==> src/rtl/mem_bank_rsp_buffer_pkg.sv <==
// Shared width helpers for the bank response buffer and its FIFO.
package mem_bank_rsp_buffer_pkg;

  function automatic int unsigned ptr_width(input int unsigned depth);
    return (depth > 1) ? $clog2(depth) : 1;
  endfunction

  function automatic int unsigned cnt_width(input int unsigned depth);
    return $clog2(depth + 1);
  endfunction

endpackage

==> src/rtl/mem_rsp_sync_fifo.sv <==
// Synchronous FIFO, no fall-through; push and pop in one cycle are both honoured even when full.
module mem_rsp_sync_fifo
  import mem_bank_rsp_buffer_pkg::*;
#(
  parameter int unsigned DataWidth = 32,
  parameter int unsigned Depth     = 3
) (
  input  logic                 clk_i,
  input  logic                 rst_i,
  input  logic                 push_i,
  input  logic [DataWidth-1:0] data_i,
  input  logic                 pop_i,
  output logic                 full_o,
  output logic                 empty_o,
  output logic [DataWidth-1:0] head_o
);
  localparam int unsigned PtrW = ptr_width(Depth);
  localparam int unsigned CntW = cnt_width(Depth);
  localparam logic [PtrW-1:0] LastPtr = PtrW'(Depth - 1);

  logic [DataWidth-1:0] mem_q [Depth];
  logic [PtrW-1:0]      wr_ptr_q, wr_ptr_d, rd_ptr_q, rd_ptr_d;
  logic [CntW-1:0]      cnt_q, cnt_d;

  always_comb begin
    wr_ptr_d = wr_ptr_q;
    rd_ptr_d = rd_ptr_q;
    cnt_d    = cnt_q;
    if (push_i) wr_ptr_d = (wr_ptr_q == LastPtr) ? '0 : wr_ptr_q + 1'b1;
    if (pop_i)  rd_ptr_d = (rd_ptr_q == LastPtr) ? '0 : rd_ptr_q + 1'b1;
    case ({push_i, pop_i})
      2'b10:   cnt_d = cnt_q + 1'b1;
      2'b01:   cnt_d = cnt_q - 1'b1;
      default: cnt_d = cnt_q;
    endcase
  end

  always_ff @(posedge clk_i) begin
    if (rst_i) begin
      wr_ptr_q <= '0;
      rd_ptr_q <= '0;
      cnt_q    <= '0;
    end else begin
      wr_ptr_q <= wr_ptr_d;
      rd_ptr_q <= rd_ptr_d;
      cnt_q    <= cnt_d;
    end
  end

  // When full, wr_ptr == rd_ptr: the head is read out this cycle before the slot is overwritten.
  always_ff @(posedge clk_i) begin
    if (push_i) mem_q[wr_ptr_q] <= data_i;
  end

  assign full_o  = (cnt_q == CntW'(Depth));
  assign empty_o = (cnt_q == '0);
  assign head_o  = mem_q[rd_ptr_q];

endmodule

==> src/rtl/mem_bank_rsp_buffer.sv <==
// Bridges a fixed-latency SRAM bank (no backpressure) to a valid/ready response stream;
// a credit counter covering in-flight reads plus FIFO occupancy keeps responses from being dropped.
module mem_bank_rsp_buffer
  import mem_bank_rsp_buffer_pkg::*;
#(
  parameter int unsigned AddrWidth   = 32,
  parameter int unsigned DataWidth   = 32,
  parameter int unsigned BankLatency = 1,
  parameter int unsigned RspDepth    = 3
) (
  input  logic                   clk_i,
  input  logic                   rst_i,
  input  logic                   req_valid_i,
  output logic                   req_ready_o,
  input  logic                   req_we_i,
  input  logic [AddrWidth-1:0]   req_addr_i,
  input  logic [DataWidth-1:0]   req_wdata_i,
  input  logic [DataWidth/8-1:0] req_be_i,
  output logic                   bank_req_o,
  output logic                   bank_we_o,
  output logic [AddrWidth-1:0]   bank_addr_o,
  output logic [DataWidth-1:0]   bank_wdata_o,
  output logic [DataWidth/8-1:0] bank_be_o,
  input  logic [DataWidth-1:0]   bank_rdata_i,
  output logic                   rvalid_o,
  input  logic                   rready_i,
  output logic [DataWidth-1:0]   rdata_o
);
  localparam int unsigned CntW = cnt_width(RspDepth);
  localparam logic [CntW-1:0] DepthCnt = CntW'(RspDepth);

  if (BankLatency < 1) begin : g_bad_latency
    $error("BankLatency must be >= 1");
  end
  if (RspDepth < 1) begin : g_bad_depth
    $error("RspDepth must be >= 1");
  end

  logic [BankLatency-1:0] infl_q, infl_d;
  logic [CntW-1:0]        outst_q, outst_d;
  logic                   rd_acc, pop, push, fifo_full, fifo_empty;

  // Ready depends only on registered credit and the request type, never on rready_i.
  assign req_ready_o  = ~rst_i & (req_we_i | (outst_q < DepthCnt));
  assign bank_req_o   = req_valid_i & req_ready_o;
  assign bank_we_o    = req_we_i;
  assign bank_addr_o  = req_addr_i;
  assign bank_wdata_o = req_wdata_i;
  assign bank_be_o    = req_be_i;

  assign rd_acc   = req_valid_i & ~req_we_i & req_ready_o;
  assign push     = infl_q[BankLatency-1];
  assign rvalid_o = ~fifo_empty & ~rst_i;
  assign pop      = rvalid_o & rready_i;

  always_comb begin
    infl_d  = (infl_q << 1) | BankLatency'(rd_acc);
    outst_d = outst_q;
    case ({rd_acc, pop})
      2'b10:   outst_d = outst_q + 1'b1;
      2'b01:   outst_d = outst_q - 1'b1;
      default: outst_d = outst_q;
    endcase
  end

  always_ff @(posedge clk_i) begin
    if (rst_i) begin
      infl_q  <= '0;
      outst_q <= '0;
    end else begin
      infl_q  <= infl_d;
      outst_q <= outst_d;
    end
  end

  mem_rsp_sync_fifo #(
    .DataWidth (DataWidth),
    .Depth     (RspDepth)
  ) u_fifo (
    .clk_i   (clk_i),
    .rst_i   (rst_i),
    .push_i  (push),
    .data_i  (bank_rdata_i),
    .pop_i   (pop),
    .full_o  (fifo_full),
    .empty_o (fifo_empty),
    .head_o  (rdata_o)
  );

  a_credit_max: assert property (@(posedge clk_i) disable iff (rst_i) outst_q <= DepthCnt);
  a_credit_min: assert property (@(posedge clk_i) disable iff (rst_i) !(pop && !rd_acc && outst_q == '0));
  a_no_overflow: assert property (@(posedge clk_i) disable iff (rst_i) !(push && fifo_full && !pop));

endmodule

==> config.mk <==
export PLATFORM = sky130hd
export DESIGN_NAME = mem_bank_rsp_buffer
export DESIGN_NICKNAME = d
export VERILOG_FILES = /design/src/rtl/mem_bank_rsp_buffer_pkg.sv /design/src/rtl/mem_rsp_sync_fifo.sv /design/src/rtl/mem_bank_rsp_buffer.sv
export SDC_FILE = /design/constraint.sdc
export NUM_CORES = 1
export LEC_CHECK = 0
export ABC_AREA = 1
export ABC_CLOCK_PERIOD_IN_PS = 6920
export CAP_MARGIN = 20
export CORE_ASPECT_RATIO = 0.9
export CORE_MARGIN = 3
export CORE_UTILIZATION = 45
export CTS_CLUSTER_DIAMETER = 30
export DETAILED_ROUTE_END_ITERATION = 16
export PLACE_DENSITY = 0.95
export SYNTH_ARGS = -nofsm -noshare
export SYNTH_HDL_FRONTEND = slang
export SYNTH_SLANG_ARGS = --single-unit
export TNS_END_PERCENT = 30
==> constraint.sdc <==
create_clock -name clk_i -period 6.92 [get_ports clk_i]
set_input_delay 0.692 -clock clk_i [delete_from_list [all_inputs] [get_ports clk_i]]
set_output_delay 0.692 -clock clk_i [all_outputs]
set_load 0.05 [all_outputs]
==> flow_summary.toml, run 1 <==
[status]
status = "finished clean"

[drt]
postRouteAntennaNets = 0
drcViolationCount = 0
vias = 2688
routedWlPerCell_um = 22.3
finalWirelength_um = 11400
drt_first_pass_iters = 4
dr.first_iter.drc_count = 172
vias_per_cell = 5.26

[clocking]
post-cts-setup-buffers = 0
cts_root_buf = "clkbuf_16"
clkTransAtPathRegs_ns = 0.07
cts_buffers = 9
cts_tree = "built"
worst_skew_pair.late_latency_ns = 0.34
cts_resized = 0
h-tree-depth = 3
clock-sinks = 107
cts_hold_buf = 0
cts_max_path_buffers = 2

[floorplan]
coreArea_sq_um = 9780
die_w_um = 112
dieArea_sq_um = 11400
initial_core_util_pct = 46.6
io_pins = 209
rows = 34
fp.dieH_um = 102

[sta]
fin_skew_ns = 0.00739
slew_headroom_pct = 59.5
tightest_slew_ns = 0.607
rsz0062_at_grt = "no"
hold_viol = 0
finalCritPeriodShare_pct = 48.9
finalSetupViolations = 0
maxSlewViolCount = 0
max_freq_mhz = 296
fin_tns_setup_ns = 0
period_minus_slack_ns = 3.38

[placement]
portBuffers = 72
gp_congestion = 0.767
place_hpwl_um = 8370

[global_routing]
grtUsageMet3_pct = 9.74
use_met1_pct = 19.5
grt_use_total_pct = 19.2
use_met2_pct = 34.1
antenna_found_initial = 0
busiest_layer = "met2"
grt_pass1_vias = 2728
grt_overflow = 0
grt_pass1_wl_um = 16300
grt_max_degree = 33

[yosys]
ys_seq_area_share_pct = 68.0
synth_warnings = 0
synth_fp_nets = 482
synthDistinctLibCells = 19
syn_area_per_cell_sq_um = 12.2
ys_ff_latch = 107
syn_inst = 375
netlist_area_sq_um = 4560

[critical_path]
arrival_ns = 2.69
rr_startpoint = "u_fifo.wr_ptr_q[0]"
critPathKind = "reg2out"
r2r_cells = 4
rrSetupSlack_ns = 5.18
worstPathRequired_ns = 6.23
crit_end = "rdata_o[3]"
crit_path_max_fanout = 32
critPathLaunchType = "flip-flop"
worst_setup_path_end_kind = "output port"
timing.rr.end = "u_fifo.mem_q[0][7]"

[cells_and_area]
regArea_sq_um = 3100
area_growth_pct = 12.8
multi_input_area_sq_um = 778
drive_above_1_share_pct = 6.75
final_net_count = 488
nFillCells = 808
fin_util_pct = 52.6
diodes = 0

[pwr]
cellPowerDensity_nw_per_um2 = 263
ir_drop_uv = 156
p_leak_nw = 1.83

[run]
timing.max_cap.violations = 0

[worst_hold_path]
hold_path.class = "reg2reg"
stage by stage:
step / instances / instance area [sq um] / setup WS (ns) / hold WS, ns / power [mW]
after detailed placement: 496 / 4870 / 3.84 / 0.490 / 0.895
after CTS: 511 / 5140 / 3.49 / 0.500 / 1.36
final: 511 / 5140 / 3.54 / 0.492 / 1.35
after floorplan: 375 / 4560 / 3.81 / 0.451 / 0.934
after global routing: 511 / 5140 / 3.36 / 0.519 / 1.40
after global placement: 495 / 4860 / 3.85 / 0.471 / 0.889
cell type report:
type	count	share of cell area [%]
Tap cell	126	3.06
Sequential cell	107	60.3
Clock inverter	6	0.997
Inverter	15	1.14
Timing Repair Buffer	78	15.0
Clock buffer	9	4.38
Multi-Input combinational cell	170	15.1
registers in the layout (all words and copies together), names as in the netlist, named ones only:
register and flops:
infl_q 1, outst_q 2, u_fifo.cnt_q 2, u_fifo.mem_q 96
u_fifo.rd_ptr_q 2, u_fifo.wr_ptr_q 2
routing by layer:
layer	wire (um)	part of all wire, %
met2	5930	52
met4	240	2.1
met1	3730	33
met3	1500	13
met5	0	0
cells in the mapped netlist:
master,instances,area share [%]
nand3_2,1,0.22
edfxtp_1,96,63
nor2_1,41,3.4
clkinv_2,2,0.22
ha_1,2,0.55
a21oi_1,73,8.0
nand2_1,42,3.5
inv_2,1,0.082
nand3_1,4,0.44
a31oi_1,1,0.14
and2_2,1,0.16
o21ai_0,2,0.22
inv_1,12,0.99
dfxtp_1,11,4.8
buf_2,5,0.55
buf_6,4,0.99
or2_1,2,0.27
buf_4,74,12
nor3_1,1,0.11
cell usage in the layout, fill, tap and decap left out, types with 2 or more instances in the layout:
cell type,count
edfxtp_1,96
a21oi_1,73
clkdlybuf4s50_1,72
nand2_1,42
nor2_1,41
inv_1,12
dfxtp_1,11
clkbuf_16,9
buf_4,5
nand3_1,4
clkinv_2,2
o21ai_0,2
or2_1,2
ha_1,2
inv_8,2
clkinv_4,2
logic make-up after synthesis:
| logic type | count (synthesis) | synth area share, % |
|---|---|---|
| flops | 107 | 68.0 |
| fa+ha+maj | 2 | 0.549 |
| compound gates | 76 | 8.37 |
| buf+inv | 98 | 15.0 |
| simple gates | 92 | 8.04 |
power by group:
part	internal, mW	switching [mW]
combinational	0.0582	0.103
sequential	0.714	0.00490
clock	0.247	0.225
worst min path at each step:
stage                             startpoint                  to  cells after the start
after floorplan           u_fifo.wr_ptr_q[1]  u_fifo.wr_ptr_q[1]                      2
after global placement    u_fifo.wr_ptr_q[1]  u_fifo.wr_ptr_q[1]                      2
after detailed placement  u_fifo.wr_ptr_q[1]  u_fifo.wr_ptr_q[1]                      2
after CTS                 u_fifo.wr_ptr_q[1]  u_fifo.wr_ptr_q[1]                      2
after global routing      u_fifo.wr_ptr_q[1]  u_fifo.wr_ptr_q[1]                      2
final                     u_fifo.wr_ptr_q[1]  u_fifo.wr_ptr_q[1]                      2
worst max-delay path, stage by stage, from the launching register on:
cell and delay (ns):
dfxtp_1 0.70, clkinv_2 0.59, nand2_1 0.23, a21oi_1 0.09, clkdlybuf4s50_1 0.71
Note: power is estimated with default switching activity, not from simulation.
==> run 2: changes to the inputs <==
--- a/config.mk
+++ b/config.mk
@@ -6,14 +6,14 @@
 export NUM_CORES = 1
 export LEC_CHECK = 0
 export ABC_AREA = 1
-export ABC_CLOCK_PERIOD_IN_PS = 6920
+export ABC_CLOCK_PERIOD_IN_PS = 2800
 export CAP_MARGIN = 20
 export CORE_ASPECT_RATIO = 0.9
 export CORE_MARGIN = 3
-export CORE_UTILIZATION = 45
+export CORE_UTILIZATION = 38
 export CTS_CLUSTER_DIAMETER = 30
 export DETAILED_ROUTE_END_ITERATION = 16
-export PLACE_DENSITY = 0.95
+export PLACE_DENSITY = 0.86
 export SYNTH_ARGS = -nofsm -noshare
 export SYNTH_HDL_FRONTEND = slang
 export SYNTH_SLANG_ARGS = --single-unit
==> constraint.sdc (replaced) <==
create_clock -name clk_i -period 2.8 [get_ports clk_i]
set_input_delay 0.28 -clock clk_i [delete_from_list [all_inputs] [get_ports clk_i]]
set_output_delay 0.28 -clock clk_i [all_outputs]
set_load 0.05 [all_outputs]
==> flow_summary.toml, run 2 (same netlist as run 1, synthesis figures left out) <==
[clocking]
cts_buffers = 9
post-cts-setup-buffers = 0
cts_tree = "built"
cts_hold_buf = 0
h-tree-depth = 3
clkTransAtPathRegs_ns = 0.07
cts_resized = 0
worst_skew_pair.late_latency_ns = 0.33
cts_root_buf = "clkbuf_16"
cts_max_path_buffers = 2
clock-sinks = 107

[cells_and_area]
nFillCells = 1078
regMostFlops = "u_fifo.mem_q"
largest_reg_flops = 96
stdcell_count = 543
diodes = 0
final_cell_mix = "edfxtp_1 (96), a21oi_1 (73), nand2_1 (42), nor2_1 (41), clkdlybuf4s50_1 (40)"
drive_above_1_share_pct = 16.0
area_growth_pct = 12.7
layout_commonest_cell = "edfxtp_1"
final_net_count = 489

[sta]
finalCritPeriodShare_pct = 81.9
hold_viol = 0
finalSetupViolations = 0
fin_skew_ns = 0.00970
max_freq_mhz = 436
rsz0062_at_grt = "no"
slew_headroom_pct = 52.5
period_minus_slack_ns = 2.29
finalWorstSetupSlack_ns = 0.506
tightest_slew_ns = 0.711
maxSlewViolCount = 0
fin_tns_setup_ns = 0

[critical_path]
rr_startpoint = "u_fifo.wr_ptr_q[1]"
critPathKind = "in2out"
timing.rr.end = "u_fifo.mem_q[1][10]"
crit_path_frequent_cell = "clkdlybuf4s50_1"
crit_path_max_fanout = 5
worstPathRequired_ns = 2.52
worst_path_max_delay_cell = "clkdlybuf4s50_1"
worst_setup_path_end_kind = "output port"
critPathLaunchType = "input port"
r2r_cells = 4
rrSetupSlack_ns = 1.00
cp_cell_sequence = "clkdlybuf4s50_1 -> a31oi_1 -> and2_2 -> clkdlybuf4s50_1"
cpPeakStageDelay_ns = 0.79
arrival_ns = 2.01

[drt]
routed-wl-met2_um = 6070
wl_met3_um = 1540
routedWlPerCell_um = 21.0
postRouteAntennaNets = 0
drt_first_pass_iters = 4
vias_per_cell = 4.87
routedLengthMet1_um = 3690
finalWirelength_um = 11400
drcViolationCount = 0
topRoutingLayerUsed = "met4"
vias = 2644
dr.first_iter.drc_count = 171

[floorplan]
die_w_um = 121
dieArea_sq_um = 13400
fp.dieH_um = 110
initial_core_util_pct = 39.4
coreArea_sq_um = 11600
rows = 37
io_pins = 209

[global_routing]
grt_use_total_pct = 16.3
grt_pass1_wl_um = 16200
antenna_found_initial = 0
grt_overflow = 0
grt_pass1_vias = 2708
grt_max_degree = 33

[pwr]
p_sw_share_pct = 25.3
p_clk_share_pct = 36.0
seqPwrFrac_pct = 52.6
intPower_mw = 2.52
switchingPower_mw = 0.853
ir_drop_uv = 261
finalPower_mw = 3.38
cellPowerDensity_nw_per_um2 = 657
p_leak_nw = 1.88
comb_power_share_pct = 11.4

[placement]
pre_cts_slack_ns = 0.531
gp_congestion = 0.707
dp_cells = 527
portBuffers = 72
place_hpwl_um = 8450

[worst_hold_path]
min_from = "u_fifo.wr_ptr_q[1]"
holdPathEnd = "u_fifo.wr_ptr_q[1]"
worstHoldPathCells = 2
hold_path.class = "reg2reg"

[run]
timing.max_cap.violations = 0

[status]
status = "finished clean"
run 2: power groups by stage:
| stage | logic [mW] | registers [mW] | clock network (mW) |
|---|---|---|---|
| 2_1_floorplan | 0.502 | 1.81 | 0 |
| 3_3_place_gp | 0.380 | 1.81 | 0 |
| 3_5_place_dp | 0.388 | 1.81 | 0 |
| 4_1_cts | 0.390 | 1.78 | 1.24 |
| 5_1_grt | 0.413 | 1.78 | 1.31 |
| 6_report | 0.386 | 1.78 | 1.21 |
run 2: worst max-delay path by stage:
stage	start	to	cells after the start
floorplan	outst_q[1]	outst_q[1]	7
global placement	rst_i	bank_req_o	4
detailed placement	rst_i	bank_req_o	4
CTS	rst_i	bank_req_o	4
global route	rst_i	bank_req_o	4
finish	rst_i	bank_req_o	4
run 2: layer usage:
layer / track usage (%) / vias to the layer above
met3: 8.85 / 10
li1: - / 1232
met4: 3.44 / 0
met5: 0.781 / -
met1: 16.0 / 1266
met2: 30.2 / 136
run 2: layout make-up:
cell class	count	area, sq um	share of cell area, %
well taps	156	195	3.80
clock inverters	7	67.6	1.31
clock buffers	9	225	4.38
flip-flops and latches	107	3100	60.4
multi-input cells	170	785	15.3
repair buffers	79	706	13.7
inverters	15	58.8	1.14
run 2: through the flow:
stage	hold slack [ns]	utilization [%]	instance area, sq um
final	0.492	44.4	5140
after global placement	0.470	41.9	4850
after detailed placement	0.481	41.9	4850
after CTS	0.492	44.4	5140
after floorplan	0.349	-	4570
after global routing	0.519	44.4	5140
run 2: critical path, delay by kind of cell:
family	cells	cell delay, ns
buffers and inverters	2	1.29
AND/OR/NAND/NOR	1	0.19
AO/OA/AOI/OAI	1	0.26
